File: src/rtl/imem_access_ctrl.sv
// rtl/imem_access_ctrl.sv - instruction store arbiter between boot loader and fetch pipeline
module imem_access_ctrl #(
  parameter int          ADDR_WORDS_LOG2 = 7,
  parameter logic [31:0] RESET_PC        = 32'd4
) (
  input  logic                       clk,
  input  logic                       reset,
  input  logic                       fetch_req,
  input  logic [31:0]                fetch_addr,
  output logic                       fetch_valid,
  output logic [31:0]                fetch_data,
  output logic                       cpu_hold,
  input  logic                       ld_valid,
  input  logic [31:0]                ld_addr,
  input  logic [31:0]                ld_data,
  input  logic                       ld_last,
  output logic                       ld_ready,
  output logic [ADDR_WORDS_LOG2-1:0] mem_addr,
  output logic                       mem_we,
  output logic [31:0]                mem_wdata,
  input  logic [31:0]                mem_rdata,
  output logic [7:0]                 load_count,
  output logic                       addr_err,
  output logic [31:0]                boot_pc
);

  typedef enum logic [1:0] {BOOT, RUN, HOLD} state_t;

  state_t state, state_nxt;
  logic   ld_fire;
  logic   ld_ok;
  logic   fetch_ok;
  logic   fetch_serve;

  // A byte address is usable when word aligned and inside the store
  function automatic logic addr_in_store(input logic [31:0] a);
    return (a[1:0] == 2'b00) && (a[31:ADDR_WORDS_LOG2+2] == '0);
  endfunction

  assign ld_ok    = addr_in_store(ld_addr);
  assign fetch_ok = addr_in_store(fetch_addr);
  assign boot_pc  = RESET_PC;

  // State register; reset always lands in BOOT so a torn burst must restart
  always_ff @(posedge clk or posedge reset) begin
    if (reset) state <= BOOT;
    else       state <= state_nxt;
  end

  // Next state: loader activity in RUN parks the core; last word releases it
  always_comb begin
    state_nxt = state;
    case (state)
      BOOT, HOLD: if (ld_fire && ld_last) state_nxt = RUN;
      RUN:        if (ld_valid)           state_nxt = HOLD;
      default:                            state_nxt = BOOT;
    endcase
  end

  // Outputs: the loader owns the store whenever the core is held
  always_comb begin
    cpu_hold    = (state != RUN) || ld_valid;
    ld_ready    = !reset && (state != RUN);
    ld_fire     = ld_valid && ld_ready;
    mem_we      = ld_fire && ld_ok;
    mem_wdata   = ld_data;
    mem_addr    = cpu_hold ? ld_addr[ADDR_WORDS_LOG2+1:2] : fetch_addr[ADDR_WORDS_LOG2+1:2];
    fetch_serve = (state == RUN) && !ld_valid && fetch_req;
  end

  // Fetch response register; bad addresses return a NOP instead of stale data
  always_ff @(posedge clk or posedge reset) begin
    if (reset) begin
      fetch_valid <= 1'b0;
      fetch_data  <= 32'd0;
    end else begin
      fetch_valid <= fetch_serve;
      if (fetch_serve) fetch_data <= fetch_ok ? mem_rdata : 32'd0;
    end
  end

  // Write counter saturates so software can tell "many" from a wrapped small count
  always_ff @(posedge clk or posedge reset) begin
    if (reset)                               load_count <= 8'd0;
    else if (mem_we && load_count != 8'hFF)  load_count <= load_count + 8'd1;
  end

  // Sticky error for any rejected loader or fetch address
  always_ff @(posedge clk or posedge reset) begin
    if (reset)                                                      addr_err <= 1'b0;
    else if ((fetch_serve && !fetch_ok) || (ld_fire && !ld_ok))     addr_err <= 1'b1;
  end

endmodule
File: config.mk
export PLATFORM = sky130hd
export DESIGN_NAME = imem_access_ctrl
export DESIGN_NICKNAME = d
export VERILOG_FILES = /design/src/rtl/imem_access_ctrl.sv
export SDC_FILE = /design/constraint.sdc
export NUM_CORES = 1
export LEC_CHECK = 0
export ABC_AREA = 1
export CAP_MARGIN = 20
export CELL_PAD_IN_SITES_DETAIL_PLACEMENT = 0
export CELL_PAD_IN_SITES_GLOBAL_PLACEMENT = 1
export CORE_UTILIZATION = 22
export DETAILED_ROUTE_END_ITERATION = 6
export GPL_TIMING_DRIVEN = 0
export PLACE_DENSITY_LB_ADDON = 0.1
export SLEW_MARGIN = 20
export SYNTH_ARGS = -nofsm -noshare
export SYNTH_HDL_FRONTEND = slang
export SYNTH_SLANG_ARGS = --single-unit
File: constraint.sdc
create_clock -name clk -period 5 [get_ports clk]
set_input_delay 1.5 -clock clk [delete_from_list [all_inputs] [get_ports clk]]
set_output_delay 1.5 -clock clk [all_outputs]
set_load 0.01 [all_outputs]
; ---- Yosys cells after proc, flatten, opt, wreduce, memory -nomap -nowiden
; Cells that the tools add are included.
; Widths: inputs -> output; s select.
[word_totals]
wordCells = 41
out_inout_bits = 116
mem_bits_ro = 0
ram_bits = 0
mem_count = 0
inputBits = 133
regBits = 44
latchBits = 0
[classes]
n_addsub = 1
shifts = 0
n_mux = 5
n_eq_ne = 6
n_reduce_logical = 24
div_mod_pow = 0
multipliers = 0
n_lt_le_gt_ge = 0
bitwise_logic = 0
[ops]
columns = op, count
row1 = $logic_not 23->1, 2
row2 = $mux 32, 1
row3 = $logic_and 1x1->1, 11
row4 = $add 8x1->8 const B, 1
row5 = $ne 8x8->1 const B, 1
row6 = $mux 7, 1
row7 = $logic_not 2->1, 3
row8 = $logic_not 1->1, 4
row9 = $mux 2, 2
row10 = $ne 2x2->1 const B, 2
row11 = $pmux 2 s2, 1
row12 = $eq 2x1->1 const B, 1
row13 = $eq 2x2->1 const B, 1
row14 = $logic_or 1x1->1, 2
row15 = $ne 2x1->1 const B, 1
row16 = $reduce_and 2->1, 1
row17 = $reduce_or 2->1, 1

; ---- Longest topological paths before layout
; Gate-level depths: netlist (run 1).
[logic_depth]
ltp_word = 6
depth_mapped = 9
depth_no_buf = 8

; ---- Least setup slack after synthesis (run 1)
; Ideal clock, no wire load.
[synth_timing]
path_type = input port to output port
from = input ld_addr[9]
to = output mem_we
path_stages = 6
t_arrival_ns = 2.318
path_slack_ns = 1.182
required_time_ns = 3.500
cell_sequence = or2_0 nor2_1 nand2_2 nor2_8 inv_1 nor2_1
[synth_between]
elab_chain_len = 3
[synth_rtl]
columns = element, line_no
row1 = from (decl), 14  ; input logic [31:0] ld_addr,
row2 = $logic_not 23->1, 37  ; return (a[1:0] == 2'b00) && (a[31:ADDR_WORDS_LOG2+2] == '0);
row3 = $logic_and 1x1->1, 37
row4 = $logic_and 1x1->1, 65  ; mem_we = ld_fire && ld_ok;
row5 = to (decl), 19  ; output logic mem_we,
; Every way passes these cells.

; ---- Worst setup path in the final report (run 1)
; Same ends and word-level chain as after synthesis.

==> flow_metrics.tcl, run 1 <==
set metrics [dict create \
    yosys.area_share.adder_pct 0.449 \
    final_antenna_net_count 0 \
    ys_ff_latch 44 \
    p_int_mw 0.749 \
    yosys.area_share.simple_pct 22.4 \
    antenna_found_initial 0 \
    hold_viol_final 0 \
    synth_area_mm2 0.00279 \
    synth_top_area_cell "dfrtp_1" \
    outcome "finished, final reports clean" \
    synthMuxAreaShare_pct 2.83 \
    post_cts_buffers 0 \
    worstHoldEndpoint "state[0]$_DFFE_PP0P_" \
    setup_tns_ns 0 \
    synthToLayoutAreaGrowth_pct 84.6 \
    yosysMostFrequentCell "nand2_1" \
    synth_compound_area_share_pct 12.0 \
    timing.rr.end "load_count[0]$_DFFE_PP0P_" \
    detail_route.wl_per_cell_um 12.2 \
    cp_data_required_time_ns 3.50 \
    crit_path_max_fanout 10 \
    grt_overflow 0 \
    rows 40 \
    yosys-top-cells-area "dfrtp_1, buf_4, nand2_1" \
    routed-via-count 2867 \
    die_h_um 115 \
    slew_violations 0 \
    powerDensity_mw_per_mm2 191 \
    reg2reg_depth 7 \
    synth_edf_count 0 \
    worstHoldStart "state[0]$_DFFE_PP0P_" \
    synth_xor_area_share_pct 0.943 \
    die_width_um 115 \
    drive_above_1_share_pct 18.0 \
    ys_seq_area_share_pct 39.5 \
    p_leak_nw 2.25 \
    hold_class "reg -> reg" \
    worstPathArrival_ns 3.29 \
    setup.worst_path.end_class "primary output" \
    crit_chain "clkdlybuf4s50_1, or2_0, nor2_1, nand2_2, nor2_8, inv_1, nor2_1, clkdlybuf4s50_1" \
    fillers 1258 \
    grt_max_degree 24 \
    start_util_pct 22.9 \
    synth_top_area_share_pct 39.5 \
    drt_iter0_markers 98 \
    rsz0062_at_grt "false" \
    period_minus_slack_ns 4.79 \
    ys_top_cells_by_count "nand2_1, buf_4, dfrtp_1, o21ai_0, o21ai_1" \
    fin_crit_sh_pct 95.9 \
    cts_buffer_depth 2 \
    async_reset_ff_share_pct 100 \
    worst_path_max_delay_cell "clkdlybuf4s50_1" \
    cts_root_buffer "clkbuf_16" \
    drc 0 \
    core_area_mm2 0.0122 \
    vias_per_cell 3.90 \
    skew_ns 0.0105 \
    clock-sinks 44 \
    cp_slowest_stage_delay_ns 0.55 \
    cts_buffers 5 \
    dieArea_mm2 0.0131 \
    grt_pass1_wl_um 13800 \
    place.gp.congestion 0.748 \
    io_pins 249 \
    cp-start-kind "primary input" \
    tightest_slew_ns 0.506 \
    antenna_cells 0 \
    p_seq_share_pct 37.0 \
    yosysUniqueCellTypes 30 \
    grt_pass1_vias 2726 \
    htreeDepth 2 \
    max_freq_mhz 209 \
    fin_nets 701 \
    ys_warn_count 0 \
    path_clk_slew_ns 0.06 \
    synth_top_family_by_area "simple AND/OR/NAND/NOR gates" \
    first_pass_iters 4 \
    portBuffers 184 \
    dpl.hpwl_um 7430 \
    setup_viol 0 \
    reg2reg_slack_ns 3.46 \
    critical_path_class "in -> out" \
    cts_resized 0 \
    track_usage_pct 13.7 \
    min_delay_path_depth 1 \
    routed_wl_um 9010 \
    insertion_delay_ns 0.29 \
    hold_buffers 0 \
    p_clk_share_pct 38.8 \
    slew_headroom_pct 66.2 \
    ys.flop_type "dfrtp_1" \
    tritoncts "done" \
    synth_cells 345 \
    swShare_pct 23.6 \
    p_switching_mw 0.231 \
    syn-mean-instance-area_um2 8.07 \
    peakVddDrop_v 0.000137 \
    total_power_mw 0.980 \
    timing.rr.start "load_count[0]$_DFFE_PP0P_" \
    drv_cap 0 \
    p_comb_share_pct 24.1 \
]
## power by group through the flow
| stage | clock, mW | combinational [mW] | sequential (mW) |
|---|---|---|---|
| finish | 0.380 | 0.236 | 0.363 |
| floorplan | 0 | 0.105 | 0.370 |
| global route | 0.408 | 0.256 | 0.363 |
| detailed placement | 0 | 0.239 | 0.370 |
| CTS | 0.393 | 0.239 | 0.363 |
| global placement | 0 | 0.236 | 0.370 |
## final cells by class
class	count	area (µm²)	share of cell area (%)
Inverter	11	41.3	0.803
Tap cell	168	210	4.09
Clock inverter	3	46.3	0.900
Buffer	78	559	10.9
Timing Repair Buffer	185	1860	36.2
Multi-Input combinational cell	242	1200	23.3
Clock buffer	5	125	2.43
Sequential cell	44	1100	21.4
## through the flow
step	utilization [%]	hold WS (ns)	worst slack, ns	instance area (µm²)	cells
3_3_place_gp	40.7	0.461	0.177	4950	727
3_5_place_dp	40.9	0.461	0.190	4970	728
6_report	42.3	0.466	0.205	5140	736
5_1_grt	42.3	0.503	0.0794	5140	736
2_1_floorplan	-	0.443	1.18	2900	375
4_1_cts	42.3	0.472	0.184	5140	736
## worst max-delay path: cells and delay by family
family                 cells  cell delay (ns)
buffers and inverters      3             1.02
and+or+nand+nor            5             0.76
## placed cells by master, fill, tap and decap left out, drive strengths merged
cell	count
and2	1
buf	73
bufinv	1
clkbuf	11
clkdlybuf4s50	184
clkinvlp	1
conb	32
dfrtp	44
ha	1
inv	12
mux2	7
nand2	76
nand3	7
nand3b	2
nand4	8
nor2	35
nor3	1
o21ai	67
or2	2
xnor2	2
xor2	1
## how the worst max path moves through the flow
stage | startpoint | to | slack, ns | cells past startpoint
6_report | ld_addr[9] | mem_we | 0.21 | 8
5_1_grt | ld_addr[9] | mem_we | 0.08 | 8
4_1_cts | ld_addr[9] | mem_we | 0.18 | 8
3_5_place_dp | ld_addr[9] | mem_we | 0.19 | 8
3_3_place_gp | ld_addr[9] | mem_we | 0.18 | 8
2_1_floorplan | ld_addr[9] | mem_we | 1.18 | 6
## sequential cells by signal, summed over array words and instances (netlist names)
name / flops
fetch_data: 32
fetch_valid: 1
state: 2
load_count: 8
addr_err: 1
## routing by layer
metal | up-vias | GRT usage, % | routed length [µm]
met5 | - | 0 | 0
met4 | 0 | 2.86 | 68
met3 | 4 | 5.88 | 1020
met2 | 140 | 23.9 | 4460
met1 | 1255 | 15.5 | 3470
li1 | 1468 | - | -
## cells by family (layout without fill, tap and decap cells)
| group | after synthesis | after routing |
|---|---|---|
| other | 2 | 32 |
| DFF | 44 | 44 |
| xor gates and xnor gates | 3 | 3 |
| adders and majority gates | 1 | 1 |
| and+or+nand+nor | 132 | 132 |
| AOI/OAI and AO/OA | 67 | 67 |
| buffers and inverters | 89 | 282 |
| muxes | 7 | 7 |
Power figures use the tool's default switching activity.
==> inputs of run 2 (changes only) <==
--- a/config.mk
+++ b/config.mk
@@ -13,7 +13,7 @@
 export DETAILED_ROUTE_END_ITERATION = 6
 export GPL_TIMING_DRIVEN = 0
 export PLACE_DENSITY_LB_ADDON = 0.1
-export SLEW_MARGIN = 20
+export SLEW_MARGIN = 15
 export SYNTH_ARGS = -nofsm -noshare
 export SYNTH_HDL_FRONTEND = slang
 export SYNTH_SLANG_ARGS = --single-unit
==> results of run 2 <==
No change in the layout: final DEF, timing and power equal those of run 1.
